### src/rtl/bus_arbiter_sp_if.sv
// bus_arbiter_sp_if: request/grant/split signals between the arbiter and the bus agents.
interface bus_arbiter_sp_if;
    logic M1_BREQ, M2_BREQ, S_SPLIT, S_SPL_READY;
    logic M1_BGRANT, M2_BGRANT, M1_SPLIT, M2_SPLIT, B_SPL_RESUME, B_SBSY, MSEL;
    modport master (
        input  M1_BREQ, M2_BREQ, S_SPLIT, S_SPL_READY,
        output M1_BGRANT, M2_BGRANT, M1_SPLIT, M2_SPLIT, B_SPL_RESUME, B_SBSY, MSEL
    );
    modport slave (
        output M1_BREQ, M2_BREQ, S_SPLIT, S_SPL_READY,
        input  M1_BGRANT, M2_BGRANT, M1_SPLIT, M2_SPLIT, B_SPL_RESUME, B_SBSY, MSEL
    );
endinterface

### src/rtl/bus_arbiter_sp.sv
// bus_arbiter_sp: two-master fixed-priority arbiter with single split-transaction record.
module bus_arbiter_sp (
    input logic CLK,
    input logic RST,
    bus_arbiter_sp_if.master bus
);
    typedef enum logic [1:0] {IDLE, OWN_M1, OWN_M2, RESUME} state_t;
    state_t state, nxt;
    logic spl_pend, spl_owner, nxt_pend, nxt_owner;
    logic g1, g2, s1, s2, res, msel, g1_n, g2_n;
    always_comb begin
        nxt = state;
        nxt_pend = spl_pend;
        nxt_owner = spl_owner;
        case (state)
            IDLE:
                if (spl_pend && bus.S_SPL_READY) begin
                    nxt = RESUME;
                    nxt_pend = 1'b0;
                end else if (bus.M1_BREQ && !(spl_pend && !spl_owner)) nxt = OWN_M1;
                else if (bus.M2_BREQ && !(spl_pend && spl_owner)) nxt = OWN_M2;
            OWN_M1:
                if (bus.S_SPLIT && !spl_pend) begin
                    nxt = IDLE;
                    nxt_pend = 1'b1;
                    nxt_owner = 1'b0;
                end else if (!bus.M1_BREQ) nxt = IDLE;
            OWN_M2:
                if (bus.S_SPLIT && !spl_pend) begin
                    nxt = IDLE;
                    nxt_pend = 1'b1;
                    nxt_owner = 1'b1;
                end else if (!bus.M2_BREQ) nxt = IDLE;
            default: nxt = spl_owner ? OWN_M2 : OWN_M1;
        endcase
    end
    // Outputs are decoded from next state so every output is a flop aligned with the state.
    assign g1_n = nxt == OWN_M1 || (nxt == RESUME && !nxt_owner);
    assign g2_n = nxt == OWN_M2 || (nxt == RESUME && nxt_owner);
    always_ff @(posedge CLK or posedge RST) begin
        if (RST) begin
            state <= IDLE;
            spl_pend <= 1'b0;
            spl_owner <= 1'b0;
            g1 <= 1'b0;
            g2 <= 1'b0;
            s1 <= 1'b0;
            s2 <= 1'b0;
            res <= 1'b0;
            msel <= 1'b0;
        end else begin
            state <= nxt;
            spl_pend <= nxt_pend;
            spl_owner <= nxt_owner;
            g1 <= g1_n;
            g2 <= g2_n;
            s1 <= nxt_pend && !nxt_owner;
            s2 <= nxt_pend && nxt_owner;
            res <= nxt == RESUME;
            msel <= g2_n ? 1'b1 : g1_n ? 1'b0 : msel;
        end
    end
    assign bus.M1_BGRANT = g1;
    assign bus.M2_BGRANT = g2;
    assign bus.M1_SPLIT = s1;
    assign bus.M2_SPLIT = s2;
    assign bus.B_SPL_RESUME = res;
    assign bus.B_SBSY = spl_pend;
    assign bus.MSEL = msel;
    grant_onehot: assert property (@(posedge CLK) disable iff (RST) !(g1 && g2));
endmodule

### src/flat_wrapper.sv
// flat-port wrapper written by rule: the top's interface ports become plain ports
module bus_arbiter_sp_flat 
  (CLK, RST, bus_M1_BREQ, bus_M2_BREQ, bus_S_SPLIT, bus_S_SPL_READY, bus_M1_BGRANT, bus_M2_BGRANT, bus_M1_SPLIT, bus_M2_SPLIT, bus_B_SPL_RESUME, bus_B_SBSY, bus_MSEL);
  bus_arbiter_sp_if bus_i ();
  input logic CLK;
  input logic RST;
  input wire logic [$bits(bus_i.M1_BREQ)-1:0] bus_M1_BREQ;
  input wire logic [$bits(bus_i.M2_BREQ)-1:0] bus_M2_BREQ;
  input wire logic [$bits(bus_i.S_SPLIT)-1:0] bus_S_SPLIT;
  input wire logic [$bits(bus_i.S_SPL_READY)-1:0] bus_S_SPL_READY;
  output wire logic [$bits(bus_i.M1_BGRANT)-1:0] bus_M1_BGRANT;
  output wire logic [$bits(bus_i.M2_BGRANT)-1:0] bus_M2_BGRANT;
  output wire logic [$bits(bus_i.M1_SPLIT)-1:0] bus_M1_SPLIT;
  output wire logic [$bits(bus_i.M2_SPLIT)-1:0] bus_M2_SPLIT;
  output wire logic [$bits(bus_i.B_SPL_RESUME)-1:0] bus_B_SPL_RESUME;
  output wire logic [$bits(bus_i.B_SBSY)-1:0] bus_B_SBSY;
  output wire logic [$bits(bus_i.MSEL)-1:0] bus_MSEL;
  assign bus_i.M1_BREQ = bus_M1_BREQ;
  assign bus_i.M2_BREQ = bus_M2_BREQ;
  assign bus_i.S_SPLIT = bus_S_SPLIT;
  assign bus_i.S_SPL_READY = bus_S_SPL_READY;
  assign bus_M1_BGRANT = bus_i.M1_BGRANT;
  assign bus_M2_BGRANT = bus_i.M2_BGRANT;
  assign bus_M1_SPLIT = bus_i.M1_SPLIT;
  assign bus_M2_SPLIT = bus_i.M2_SPLIT;
  assign bus_B_SPL_RESUME = bus_i.B_SPL_RESUME;
  assign bus_B_SBSY = bus_i.B_SBSY;
  assign bus_MSEL = bus_i.MSEL;
  bus_arbiter_sp u_core (.CLK(CLK), .RST(RST), .bus(bus_i));
endmodule
### config.mk
export PLATFORM = sky130hd
export DESIGN_NAME = bus_arbiter_sp_flat
export DESIGN_NICKNAME = d
export VERILOG_FILES = /design/src/rtl/bus_arbiter_sp_if.sv /design/src/rtl/bus_arbiter_sp.sv /design/src/flat_wrapper.sv
export SDC_FILE = /design/constraint.sdc
export NUM_CORES = 1
export LEC_CHECK = 0
export CORE_MARGIN = 5
export CORE_UTILIZATION = 40
export DETAILED_ROUTE_END_ITERATION = 6
export PLACE_DENSITY_LB_ADDON = 0.12
export SYNTH_ARGS = -nofsm -noshare
export SYNTH_HDL_FRONTEND = slang
export SYNTH_SLANG_ARGS = --single-unit
export TNS_END_PERCENT = 50
### constraint.sdc
create_clock -name CLK -period 4.1 [get_ports CLK]
set_clock_uncertainty 0.2 [all_clocks]
set_input_delay 0.615 -clock CLK [delete_from_list [all_inputs] [get_ports CLK]]
set_output_delay 0.615 -clock CLK [all_outputs]
set_load 0.02 [all_outputs]
==> out/metrics.csv <==
stage,metric,value,unit
placed_design,dp_hpwl,895,µm
power_and_ir_drop,pwr_density_cell,834,nW/µm²
clocking,clk_latency,0.26,ns
power_and_ir_drop,pwr-share-clk,0.096,
routing,wire_per_inst,12.6,µm
grt,grt.overflow.total,0,
critical_path,worstPathRequired,3.28,ns
yosys,avgSynthCellArea,10.3,µm²
sta,setup_ws,1.91,ns
power_and_ir_drop,ir_drop,0.320,mV
yosys,synth.cell_area,599,µm²
clocking,numCtsBuffers,3,
final_layout,num_antenna_cells,0,
final_layout,multiInputGateArea,330,µm²
power_and_ir_drop,switching_share,0.442,
grt,grt_pass1_wl,2000,µm
routing,vias,476,
floorplanning,die_area,2370,µm²
critical_path,worst_setup_path_end_kind,output port,
critical_path,worstPathMaxFanout,8,
placed_design,dpl.cell_count,86,
final_layout,fin_area,762,µm²
job,cap_violations,0,
grt,antenna_found_initial,0,
grt,grt.total_usage,0.108,
critical_path,cp_num_buf_inv,1,
critical_path,cp-start-kind,flip-flop,
final_layout,seqCellArea,250,µm²
final_layout,nets,85,
yosys,yosysWarningCount,0,
routing,firstDrtPassIters,4,
clocking,ctsHoldBuffers,0,
outcome,status,finished clean,
final_layout,fillers,139,
yosys,synth_nets,68,
placed_design,pre_cts_ws,1.68,ns
clocking,cts_tree,done,
final_layout,fin_util,0.518,
min_path,hold_class,input port to async pin,
routing,ant_nets,0,
critical_path,cp_slowest_cell,clkdlybuf4s50_1,
critical_path,critical_path_class,flip-flop to output port,
floorplanning,core-area,1470,µm²
clocking,ctsResizeCount,0,
critical_path,worstPathArrival,1.38,ns
sta,slew_viol_final,0,
yosys,ys_ff_latch,10,
sta,fmax,456,MHz
placed_design,place_congestion,0.829,
placed_design,place_area,739,µm²
final_layout,syn_to_final_growth,27.1,%
yosys,ys_seq_area_frac,0.418,
critical_path,critPathMaxStageDelay,0.65,ns
clocking,clockRootBuffer,clkbuf_4,
sta,relSlewSlack,0.765,
clocking,clk_pin_slew,0.06,ns
routing,via_per_inst,5.35,
power_and_ir_drop,p_seq_frac,0.290,
floorplanning,die_h,48.7,µm
clocking,cts_setup_buffers,0,
sta,hold_slack,0.420,ns
clocking,h-tree-depth,1,
final_layout,fin_cells,89,
power_and_ir_drop,total_power,636,µW
yosys,syn-instance-count,58,
power_and_ir_drop,power_switching,281,µW
sta,period_minus_slack,2.19,ns
grt,grt_pass1_vias,427,
critical_path,cp_cell_sequence,clkdlybuf4s50_1,
grt,grt_max_degree,11,
final_layout,drive_gt1_frac,0.164,
yosys,synth_cell_types,25,
clocking,cts_max_path_buffers,2,
routing,drc_errors,0,
sta,rsz0062_at_grt,false,
routing,totalWireLength,1120,µm
floorplanning,placementRows,14,
sta,final-hold-violation-count,0,
placed_design,port_buffers,12,
critical_path,crit_family,buffers and inverters,
sta,setup_viol,0,
floorplanning,num_io_pins,13,
sta,tns,0,ns
power_and_ir_drop,intPower,355,µW
sta,fin_crit_sh,0.534,
clocking,numClockSinks,10,
power_and_ir_drop,pwr-share-comb,0.614,
routing,drt_iter0_drc,14,
sta,tightest_slew,0.352,ns
floorplanning,initial_core_util,0.407,
floorplanning,die_w,48.7,µm
power_and_ir_drop,p_leak,0.318,nW
[cell usage after synthesis]
cell      number  area (µm²)
nor3_2         1        10.0
nor2b_1        4        25.0
nand2b_1       2        12.5
o21ai_1        1        5.00
o22ai_1        1        6.26
a311oi_4       1        26.3
and2_1         1        6.26
inv_1          5        18.8
a31oi_1        1        6.26
o21ai_2        2        17.5
nor3_1         2        10.0
o21ai_0        2        10.0
a22oi_1        1        7.51
mux2_2         1        11.3
o41a_1         1        11.3
nor2_1         5        18.8
nand3b_1       1        7.51
ha_1           4        50.1
dfrtp_1       10         250
o31ai_4        1        21.3
a21oi_1        3        15.0
nand2_1        5        18.8
nor2b_2        1        8.76
a211oi_2       1        12.5
a31oi_2        1        12.5
[area by class of cell]
type,instances,area share
multi-input cells,43,0.433
well taps,16,0.0263
inverters,5,0.0246
clock buffers,3,0.0296
repair buffers,12,0.158
flip-flops and latches,10,0.328
[power groups by stage]
stage / clock network [mW] / logic [mW] / registers, mW
finish: 0.0610 / 0.390 / 0.185
detailed placement: 0 / 0.389 / 0.187
global placement: 0 / 0.388 / 0.187
global route: 0.0683 / 0.427 / 0.191
floorplan: 0 / 0.255 / 0.210
CTS: 0.0640 / 0.393 / 0.185
[sequential cells by signal, indices dropped and copies added, names as in the netlist]
register / flops
u_core.bus.M2_SPLIT: 1
u_core.bus.M1_SPLIT: 1
u_core.bus.MSEL: 1
u_core.bus.B_SBSY: 1
u_core.state: 2
u_core.bus.M1_BGRANT: 1
u_core.bus.B_SPL_RESUME: 1
u_core.spl_owner: 1
u_core.bus.M2_BGRANT: 1
[path summary, 6_finish.rpt]
check                               endpoint  slack [ns]               from  cells after the start
max                               bus_B_SBSY        1.91  u_core.bus.B_SBSY                      1
min                          u_core.state[1]        0.42                RST                      2
max reg2reg                  u_core.bus.MSEL        2.02    u_core.state[0]                      7
min reg2reg                  u_core.bus.MSEL        0.42    u_core.bus.MSEL                      2
max in group asynchronous  u_core.bus.B_SBSY        3.02                RST                      2
min in group CLK             u_core.bus.MSEL        0.42    u_core.bus.MSEL                      2
[layout by cell type, fill, tap and decap left out]
cell / instances
nor2b_2: 1
o22ai_1: 1
and2_1: 1
nand3b_1: 1
nor3_2: 1
a22oi_1: 1
clkbuf_4: 3
ha_1: 4
a31oi_1: 1
clkdlybuf4s50_1: 12
nor3_1: 2
inv_1: 5
a211oi_2: 1
nand2b_1: 2
a31oi_2: 1
o21ai_0: 2
o21ai_2: 2
nand2_1: 5
dfrtp_1: 10
nor2b_1: 4
a311oi_4: 1
o41a_1: 1
nor2_1: 5
o21ai_1: 1
o31ai_4: 1
a21oi_1: 3
mux2_2: 1
[per-layer routing]
layer  routed length (µm)  share of wire  up-vias  track usage
met3                  107          0.095        2       0.0521
met1                  485           0.43      222        0.137
met5                    0              0        -            0
li1                     -              -      234            -
met4                    7         0.0062        0       0.0404
met2                  521           0.46       18        0.157
[kinds of logic after synthesis]
logic type	synth area share
AOI/OAI and AO/OA	0.253
and+or+nand+nor	0.196
muxes	0.0188
DFF	0.418
buffers and inverters	0.0313
adders and majority gates	0.0835
(Power assumes the default switching activity.)
